[config.mk]
export PLATFORM = sky130hd
export DESIGN_NAME = spi_master_ctrl
export DESIGN_NICKNAME = d
export VERILOG_FILES = /design/src/rtl/spi_master_ctrl.sv
export SDC_FILE = /design/constraint.sdc
export NUM_CORES = 1
export LEC_CHECK = 0
export CORE_MARGIN = 3
export CORE_UTILIZATION = 35
export CTS_CLUSTER_SIZE = 24
export DETAILED_ROUTE_END_ITERATION = 16
export SYNTH_ARGS = -nofsm -noshare
export SYNTH_HDL_FRONTEND = slang
export SYNTH_SLANG_ARGS = --single-unit
[constraint.sdc]
create_clock -name clk -period 1.9 [get_ports clk]
set_input_delay 0.19 -clock clk [delete_from_list [all_inputs] [get_ports clk]]
set_output_delay 0.19 -clock clk [all_outputs]
set_load 0.01 [all_outputs]
[src/rtl/spi_master_ctrl.sv]
// SPI command master: serialises {ctrl, payload} MSB first, one bit per clk,
// and for read_data collects the returned byte after a fixed turnaround gap.
module spi_master_ctrl #(
  parameter int FRAME_WIDTH = 8,
  parameter int GAP_CYCLES  = 2
) (
  input  logic                   clk,
  input  logic                   rst_n,
  input  logic                   cmd_valid,
  output logic                   cmd_ready,
  input  logic [1:0]             cmd_op,
  input  logic [FRAME_WIDTH-1:0] cmd_data,
  output logic                   rsp_valid,
  output logic [FRAME_WIDTH-1:0] rsp_data,
  output logic                   busy,
  output logic                   SS_n,
  output logic                   MOSI,
  input  logic                   MISO
);

  localparam int CTRL_WIDTH = 3;
  localparam int TOTAL      = CTRL_WIDTH + FRAME_WIDTH;
  localparam int BW         = $clog2(TOTAL);
  localparam int GW         = (GAP_CYCLES > 1) ? $clog2(GAP_CYCLES) : 1;

  localparam logic [BW-1:0] BIT_LAST = BW'(TOTAL - 1);
  localparam logic [BW-1:0] RX_LAST  = BW'(FRAME_WIDTH - 1);
  localparam logic [GW-1:0] GAP_LAST = GW'(GAP_CYCLES - 1);

  typedef enum logic [2:0] {
    IDLE,
    SELECT,
    SHIFT,
    GAP,
    RECV,
    DESELECT
  } state_t;

  state_t                 state, state_next;
  logic [TOTAL-1:0]       tx_sh, tx_sh_next;
  logic                   is_read, is_read_next;
  logic [BW-1:0]          bit_cnt, bit_cnt_next;
  logic [GW-1:0]          gap_cnt, gap_cnt_next;
  // Holds only the first FRAME_WIDTH-1 received bits; the last bit is
  // merged straight from MISO when the response is registered.
  logic [FRAME_WIDTH-2:0] rx_sh, rx_sh_next;
  logic [FRAME_WIDTH-1:0] rx_full;
  logic [FRAME_WIDTH-1:0] rsp_data_next;
  logic                   rsp_valid_next;
  logic                   ss_n_next;
  logic                   mosi_next;

  assign rx_full   = {rx_sh, MISO};
  assign cmd_ready = (state == IDLE);
  assign busy      = ~cmd_ready;

  always_comb begin
    state_next     = state;
    tx_sh_next     = tx_sh;
    is_read_next   = is_read;
    bit_cnt_next   = bit_cnt;
    gap_cnt_next   = gap_cnt;
    rx_sh_next     = rx_sh;
    rsp_data_next  = rsp_data;
    rsp_valid_next = 1'b0;
    mosi_next      = 1'b0;

    unique case (state)
      IDLE: begin
        if (cmd_valid) begin
          state_next   = SELECT;
          // ctrl: 00->000, 01->001, 10->110, 11->111
          tx_sh_next   = {cmd_op[1], cmd_op[1], cmd_op[0], cmd_data};
          is_read_next = &cmd_op;
          bit_cnt_next = '0;
          gap_cnt_next = '0;
        end
      end
      SELECT: begin
        state_next = SHIFT;
        mosi_next  = tx_sh[TOTAL-1];
        tx_sh_next = {tx_sh[TOTAL-2:0], 1'b0};
      end
      SHIFT: begin
        if (bit_cnt == BIT_LAST) begin
          bit_cnt_next = '0;
          state_next   = is_read ? GAP : DESELECT;
        end else begin
          bit_cnt_next = bit_cnt + 1'b1;
          mosi_next    = tx_sh[TOTAL-1];
          tx_sh_next   = {tx_sh[TOTAL-2:0], 1'b0};
        end
      end
      GAP: begin
        if (gap_cnt == GAP_LAST) begin
          state_next = RECV;
        end else begin
          gap_cnt_next = gap_cnt + 1'b1;
        end
      end
      RECV: begin
        if (bit_cnt == RX_LAST) begin
          state_next     = DESELECT;
          bit_cnt_next   = '0;
          rsp_valid_next = 1'b1;
          rsp_data_next  = rx_full;
        end else begin
          bit_cnt_next = bit_cnt + 1'b1;
          rx_sh_next   = rx_full[FRAME_WIDTH-2:0];
        end
      end
      DESELECT: begin
        state_next = IDLE;
      end
      default: begin
        state_next = IDLE;
      end
    endcase

    ss_n_next = !(state_next inside {SELECT, SHIFT, GAP, RECV});
  end

  always_ff @(posedge clk or negedge rst_n) begin
    if (!rst_n) begin
      state     <= IDLE;
      tx_sh     <= '0;
      is_read   <= 1'b0;
      bit_cnt   <= '0;
      gap_cnt   <= '0;
      rx_sh     <= '0;
      rsp_data  <= '0;
      rsp_valid <= 1'b0;
      SS_n      <= 1'b1;
      MOSI      <= 1'b0;
    end else begin
      state     <= state_next;
      tx_sh     <= tx_sh_next;
      is_read   <= is_read_next;
      bit_cnt   <= bit_cnt_next;
      gap_cnt   <= gap_cnt_next;
      rx_sh     <= rx_sh_next;
      rsp_data  <= rsp_data_next;
      rsp_valid <= rsp_valid_next;
      SS_n      <= ss_n_next;
      MOSI      <= mosi_next;
    end
  end

endmodule

==> results.toml <==
[clock_network]
cts_buffers = 5
cts.sinks = 38
clockBufferDepth = 2
clock_latency_ns = 0.29
htree_num_levels = 2
cts_root_buffer = "clkbuf_8"
cts.reportedPaths.clkPinSlew_ns = 0.07
post_cts_buffers = 0
cts_tree = "yes"

[hold_path]
hold_path.class = "in -> async"

[floorplan]
core_area_sq_um = 4880
initial_core_util_pct = 37.46
dieArea_sq_um = 6126
die_x_microns = 78.27
io_pins = 27
fp.dieH_microns = 78.27
rows = 25

[flow_run]
maxCapViolCount = 0

[critical_path]
path_cells = "nor3_4 > clkdlybuf4s50_1"
cp-start-kind = "flop"
arrival_ns = 1.62
cp-end-kind = "primary output"
crit_buf_inv = 1
critPathRequiredTime_ns = 1.71
path_class = "reg -> out"
slowest_stage = "clkdlybuf4s50_1"
crit_family = "buffers and inverters"
slowest_delay_ns = 0.58
worstPathMaxFanout = 12

[timing]
final-hold-violation-count = 7
hold_slack_ns = -0.001717
finalSetupViolCount = 0
finClkSkew_ns = 0.007329
setup_ws_ns = 0.09235
worst_slew_pin_slew_ns = 0.8243
tns_ns = 0
finalCritPeriodShare_pct = 95.14
relSlewSlack_pct = 45.05
period_needed_ns = 1.808
rsz0062_at_grt = "no"
fmax_mhz = 553.2
drv_slew = 0

[layout]
fillers = 458
multi_input_area_sq_um = 802.0
fin_util_pct = 46.92
seq_area_sq_um = 955.9
num_antenna_cells = 0
areaGrowthSynthToFinish_pct = 25.26
nNetsFinal = 205
drive_above_1_share_pct = 21.16

[global_route]
grt_pass1_vias = 1347
grt_pass1_wl_microns = 6368
grt_antenna_before_repair = 0
grt_usage_pct = 13.26
grt_max_degree = 39
grt-ovfl-total = 0

[place]
place_ws_ns = 0.09226
io_buffers = 26
gp_congestion = 0.7611
dpl.hpwl_microns = 2568

[route]
drt_iter0_drc = 49
first_pass_iters = 4
finalWirelength_microns = 3669
drc_errors = 0
wl_per_cell_microns = 14.33
ant_nets = 0
via_per_inst = 5.203
vias = 1332

[synthesis]
ys_ff_latch = 38
syn-num-nets = 175
yosysTopAreaCell = "dfrtp_1"
postSynth.asyncResetShare_pct = 100.0
yosysUniqueCellTypes = 39
yosysTopAreaCellShare_pct = 50.65
synth_area_sq_um = 1828
syn_inst = 159
syn_avg_cell_area_sq_um = 11.50
yosysWarnings = 0
synth-edff-count = 0
synthFlopType = "dfrtp_1"
ys_seq_area_share_pct = 52.09
synth.area.top_cells = "dfrtp_1 (51%), mux2_2 (8.0%), mux2i_1 (6.0%)"

[power_and_ir_drop]
total_power_mw = 3.725
cellPowerDensity_nw_per_um2 = 1627
ir_drop_v = 0.0005413
p_leak_nw = 1.012

[run_status]
failed_checks = "negative hold slack"
outcome = "complete, but fails checks"
[final cells by class]
cell class                      count  share of cell area, %
Sequential cell                    38                  41.75
Clock buffer                        6                  3.607
Clock inverter                      1                  1.311
Timing Repair Buffer               32                  13.66
Multi-Input combinational cell    106                  35.03
Tap cell                           67                  3.661
Inverter                            6                 0.9836
[what timing repair did]
| action | CTS | global route |
|---|---|---|
| hold buffers | 0 | 0 |
| gates resized for setup | 1 | 4 |
| setup endpoints to repair | 1 | 4 |
[cells in the final DEF, fill, tap and decap left out, drive strengths merged]
cell,count
o21ai,8
nor3,2
o21bai,1
mux2,16
and3b,2
a21boi,2
a31oi,13
dfstp,1
a21oi,16
nand2b,5
a2bb2oi,1
bufinv,1
clkdlybuf4s50,25
buf,7
o32ai,1
inv,6
nand3,4
nand2,6
and3,1
nor2,7
nand3b,1
mux2i,11
clkbuf,6
dfrtp,37
or3b,1
a41oi,1
a211o,1
ha,2
a41o,1
nor2b,2
o22ai,1
[worst reg2reg max path, stage by stage, from the launching register on]
cell and delay, ns:
dfrtp_1 0.44, ha_1 0.28, and3b_1 0.26, nand3_2 0.23
inv_2 0.14, mux2_1 0.33
[cells by family after synthesis]
kind of cell	share of synthesized area (%)
flops	52.09
mux	15.88
buf+inv	4.449
compound gates	16.50
fa+ha+maj	1.369
simple gates	9.719
[synthesized netlist by cell type, types with 2 or more instances]
| cell | number |
|---|---|
| nor2_1 | 7 |
| and3b_1 | 2 |
| a21boi_0 | 2 |
| nor2b_1 | 2 |
| o21ai_0 | 6 |
| buf_6 | 2 |
| inv_1 | 5 |
| dfrtp_1 | 37 |
| mux2_1 | 3 |
| ha_1 | 2 |
| mux2i_1 | 11 |
| mux2_2 | 13 |
| nand3_1 | 3 |
| buf_2 | 5 |
| nand2b_1 | 4 |
| a31oi_1 | 13 |
| nand2_1 | 6 |
| a21oi_1 | 15 |
[stage by stage]
| step | instance area (sq um) | cells |
|---|---|---|
| 2_1_floorplan | 1828 | 159 |
| 3_3_place_gp | 2166 | 249 |
| 3_5_place_dp | 2166 | 249 |
| 4_1_cts | 2285 | 256 |
| 5_1_grt | 2290 | 256 |
| 6_report | 2290 | 256 |
[sequential cells by signal, indices dropped and copies added, names as in the netlist]
name and flops:
rsp_valid 1, state 3, gap_cnt 1, rx_sh 7, SS_n 1, MOSI 1
bit_cnt 4, rsp_data 8, is_read 1, tx_sh 11
[per-layer routing]
layer | GRT usage (%) | share of wire (%)
met2 | 22.17 | 49
met4 | 6.993 | 2.2
met5 | 0 | 0
met3 | 4.817 | 6.0
met1 | 14.71 | 43
[power by group]
group | internal [mW] | switching, mW | total (mW)
Clock | 0.420 | 0.267 | 0.687
Sequential | 1.11 | 0.277 | 1.39
Combinational | 0.838 | 0.811 | 1.65
Total | 2.37 | 1.36 | 3.72
[final timing paths]
path                                   from     endpoint  slack (ns)  depth (start not counted)
worst max-delay path               state[0]    cmd_ready        0.09                          2
worst min-delay path                  rst_n     tx_sh[3]      -0.002                          1
worst max register to register   bit_cnt[0]  rsp_data[7]        0.12                          5
worst min register to register  rsp_data[6]  rsp_data[6]        0.50                          1
max in group asynchronous             rst_n     state[2]        1.33                          1
min in group clk                rsp_data[6]  rsp_data[6]        0.50                          1
(Power assumes the default switching activity.)
==> edit 1 (same flow settings) <==
Compare `bit_cnt` against `RX_LAST` with >= in place of ==.
--- a/src/rtl/spi_master_ctrl.sv
+++ b/src/rtl/spi_master_ctrl.sv
@@ -100,5 +100,5 @@
       end
       RECV: begin
-        if (bit_cnt == RX_LAST) begin
+        if (bit_cnt >= RX_LAST) begin
           state_next     = DESELECT;
           bit_cnt_next   = '0;
Formal check against the unedited RTL: no difference found for any inputs over 10 cycles, from zero or initial values and one cycle with rst_n low; that may be too few to reach the edited logic, so the function may still have changed.
==> edit 1 against the original RTL <==
- die area down 2.6%
- routed wire length decreased by 9.5%
- area after synthesis decreased by 2.8%
- sequential cell count unchanged
- worst setup slack better by 11 ps
- worst hold slack improved by 6.2 ps
- design area decreased by 1.1%
- power fell by 14%
==> edit 1: results (changes against the original RTL) <==
stage	metric	value	unit	change
global_routing	vias in the first global route	1241		was 1347
placed_design	worst slack at placement	167	ps	was 92.3 ps
placed_design	gpl congestion	0.827		was 0.761
die	initial cell density of the core	36.9	%	was 37.5%
sta	Slew HR	43.9	%	was 45.0%
placed_design	placed cell count	233		was 249
cts	Post-CTS Setup Bufs	2		was 0
finish	post-route insts no fill	243		was 256
global_routing	initial antenna violation count	0		unchanged
critical_path	worst setup path endpoint	tx_sh[8]		was cmd_ready
sta	hold_ws	4.50	ps	was -1.72 ps
placed_design	Placed Area	0.00214	mm^2	was 0.00217 mm^2
finish	layout cells sized above 1	30.1	%	was 21.2%
route	DR iter-0 viols	56		was 49
route	routed vias/inst	4.80		was 5.20
finish	Top Registers	tx_sh (11), rsp_data (8), rx_sh (7)		unchanged
critical_path	r2r setup slk	100	ps	was 120 ps
route	WL met3	132	um	was 220 um
global_routing	met1 GRT Util	15.4	%	was 14.7%
finish	Inserted Diodes	0		unchanged
run	Max-cap violations	0		unchanged
cts	root buffer cell	clkbuf_8		unchanged
critical_path	Critical Path AT	1970	ps	was 1620 ps
global_routing	GRT Total Usage	12.3	%	was 13.3%
synthesis	EDFF count, synth	0		unchanged
outcome	status	complete, no violations		was finished with violations
pwr	leakage power	1.04	nW	was 1.01 nW
synthesis	most frequent cells after synthesis	dfrtp_1, mux2_2, mux2_1		was dfrtp_1, a21oi_1, a31oi_1, mux2_2, mux2i_1
global_routing	met2 usage	19.6	%	was 22.2%
route	M1 WL	1550	um	was 1560 um
critical_path	Largest stage delay, worst path	390	ps	was 580 ps
synthesis	Synth Instances	137		was 159
critical_path	top cell family by delay on the critical path	multiplexers		was buffers and inverters
critical_path	Slowest-stage cell, CP	dfrtp_1		was clkdlybuf4s50_1
route	Post-Route WL	3320	um	was 3670 um
synthesis	Post-Syn Nets	153		was 175
hold_path	Worst Hold Class	input pin to async pin		unchanged
synthesis	post-synthesis cell type count	36		was 39
route	TritonRoute pass-1 iters	2		was 4
critical_path	CP Max Fanout	11		was 12
critical_path	CP Launch Point	state[0]		unchanged
finish	fillers	456		was 458
route	Final ANT Viol Nets	0		unchanged
critical_path	FF-to-FF path depth	6		was 5
pwr	Peak VDD IR	491	uV	was 541 uV
finish	Util after Layout	47.0	%	was 46.9%
synthesis	Post-synth ARST share	100	%	unchanged
placed_design	detailed placement HPWL	2330	um	was 2570 um
route	metal2 WL	1580	um	was 1810 um
finish	Total Nets Final	191		was 205
global_routing	first-pass GRT wire length	5780	um	was 6370 um
sta	Worst Skew	4.02	ps	was 7.33 ps
synthesis	top cells by area, synth	dfrtp_1, mux2_2, mux2_1, a21oi_1, nand2b_1		was dfrtp_1, mux2_2, mux2i_1, a31oi_1, a21oi_1
sta	Final WS setup	103	ps	was 92.4 ps
synthesis	register area share after synthesis	53.6	%	was 52.1%
global_routing	met3 GRT Util	4.11	%	was 4.82%
global_routing	largest net degree at the start of global routing	39		unchanged
critical_path	RR Endpoint	tx_sh[8]		was rsp_data[7]
cts	post-CTS sizing	1		unchanged
edit 1: changes by cell type after synthesis, sizes merged, moves of 3 or more:
cell   unedited run  this run
nor2              7         2
buf               8         5
o21ai             8         1
mux2i            11         0
inv               6         3
a31oi            13         0
mux2             16        37
a21oi            16         7
nand3             4         1
edit 1: logic make-up after synthesis:
kind of cell	after synthesis	synth area share, %
compound gates	24	9.58
fa+ha+maj	2	1.41
buf+inv	9	2.89
flops	38	53.6
mux	37	23.5
simple gates	27	9.08
edit 1: power breakdown:
group / internal (W) / switching, W
Combinational: 0.000798 / 0.000603
Clock: 0.000293 / 0.000280
Sequential: 0.00107 / 0.000154
Total: 0.00216 / 0.00104
edit 1: cell type report:
| cell class | instances | share of cell area, % |
|---|---|---|
| Multi-Input combinational cell | 90 | 34.6 |
| Clock buffer | 7 | 3.81 |
| Timing Repair Buffer | 37 | 15.0 |
| Sequential cell | 38 | 42.1 |
| Tap cell | 67 | 3.70 |
| Clock inverter | 1 | 0.221 |
| Inverter | 3 | 0.498 |
==> edit 2 (config.mk and constraints unchanged) <==
Without the edit above. Set the parameter `FRAME_WIDTH` to 16 (it was 8).
--- a/src/rtl/spi_master_ctrl.sv
+++ b/src/rtl/spi_master_ctrl.sv
@@ -2,5 +2,5 @@
 // and for read_data collects the returned byte after a fixed turnaround gap.
 module spi_master_ctrl #(
-  parameter int FRAME_WIDTH = 8,
+  parameter int FRAME_WIDTH = 16,
   parameter int GAP_CYCLES  = 2
 ) (
Ports: changed (resized cmd_data and rsp_data); port bits go from 27 to 43. The function was not compared with the original's and may differ.
==> edit 2 against the original RTL <==
- area after synthesis is 60% higher
- largest power group unchanged
- design area is 70% higher
- routed wire length is 43% higher
- critical path type is now register to register
- power is 64% higher
- sequential cell count is 25 higher
- worst setup slack worse by 61 ps
- clock power is 100% higher
- critical endpoint is now rx_sh[10]
==> edit 2: results (changes against the original RTL) <==
stage	metric	value	unit	change
route	DR iter-0 viols	65		was 49
critical_path	RR Endpoint	rx_sh[10]		was rsp_data[7]
cts	# hold bufs at CTS	1		was 0
cts	post-CTS sizing	3		was 1
global_routing	first-pass GRT wire length	9030	um	was 6370 um
cts	Clock Latency Late Sink	320	ps	was 290 ps
pwr	Peak VDD IR	554	uV	was 541 uV
finish	Total Nets Final	299		was 205
synthesis	mux cell area share after synthesis	28.5	%	was 15.9%
route	via count	1808		was 1332
global_routing	GRT Total Usage	11.7	%	was 13.3%
sta	Slew HR	75.8	%	was 45.0%
sta	Worst Skew	4.50	ps	was 7.33 ps
critical_path	RR Startpoint	bit_cnt[1]		was bit_cnt[0]
placed_design	detailed placement HPWL	3600	um	was 2570 um
critical_path	top cell family by delay on the critical path	simple AND/OR/NAND/NOR gates		was buffers and inverters
cts	H-tree levels	3		was 2
synthesis	most frequent cells after synthesis	dfrtp_1, mux2_2, mux2_4		was dfrtp_1, a21oi_1, a31oi_1, mux2_2, mux2i_1
synthesis	Post-Syn Nets	238		was 175
route	wire length per cell	13.9	um	was 14.3 um
critical_path	Critical Path AT	2080	ps	was 1620 ps
synthesis	Synth Area in Adders	1.71	%	was 1.37%
global_routing	largest net degree at the start of global routing	50		was 39
critical_path	CP Max Fanout	15		was 12
synthesis	top cells by area, synth	dfrtp_1, mux2_2, mux2_4, mux2_1, ha_1		was dfrtp_1, mux2_2, mux2i_1, a31oi_1, a21oi_1
pwr	internal power	0.00423	W	was 0.00237 W
sta	hold_ws	300	ps	was -1.72 ps
global_routing	vias in the first global route	1887		was 1347
critical_path	FF-to-FF path depth	6		was 5
pwr	Overall Power	0.00609	W	was 0.00372 W
outcome	status	complete, no violations		was finished with violations
global_routing	met3 GRT Util	3.59	%	was 4.82%
route	M1 WL	2590	um	was 1560 um
route	WL met3	216	um	was 220 um
pwr	leakage power	1.78	nW	was 1.01 nW
critical_path	Largest stage delay, worst path	380	ps	was 580 ps
==> edit 2: how the worst max path moves through the flow <==
stage,depth (start not counted),end
final,6,rx_sh[10]
after CTS,4,busy
after floorplan,6,rx_sh[10]
after global placement,6,rx_sh[7]
after global routing,6,rx_sh[12]
after detailed placement,6,rx_sh[12]
==> edit 2: stage by stage <==
step	area [um^2]	instances	worst slack (ps)	util, %	setup TNS (ps)
final	3890	378	31.8	49.1	0
after global routing	3890	378	-56.0	49.1	-747
after CTS	3870	376	22.2	48.8	0
after detailed placement	3610	361	40.6	45.6	0
after global placement	3610	361	69.5	45.6	0
after floorplan	2960	212	-67.3	-	-673
==> edit 2: final cells by class <==
class	count	area, um^2	share of cell area, %
inverters	10	37.5	0.965
flip-flops and latches	63	1580	40.6
clock buffers	10	138	3.54
clock inverters	4	95.1	2.45
well taps	102	128	3.28
repair buffers	59	622	16.0
multi-input cells	130	1290	33.2
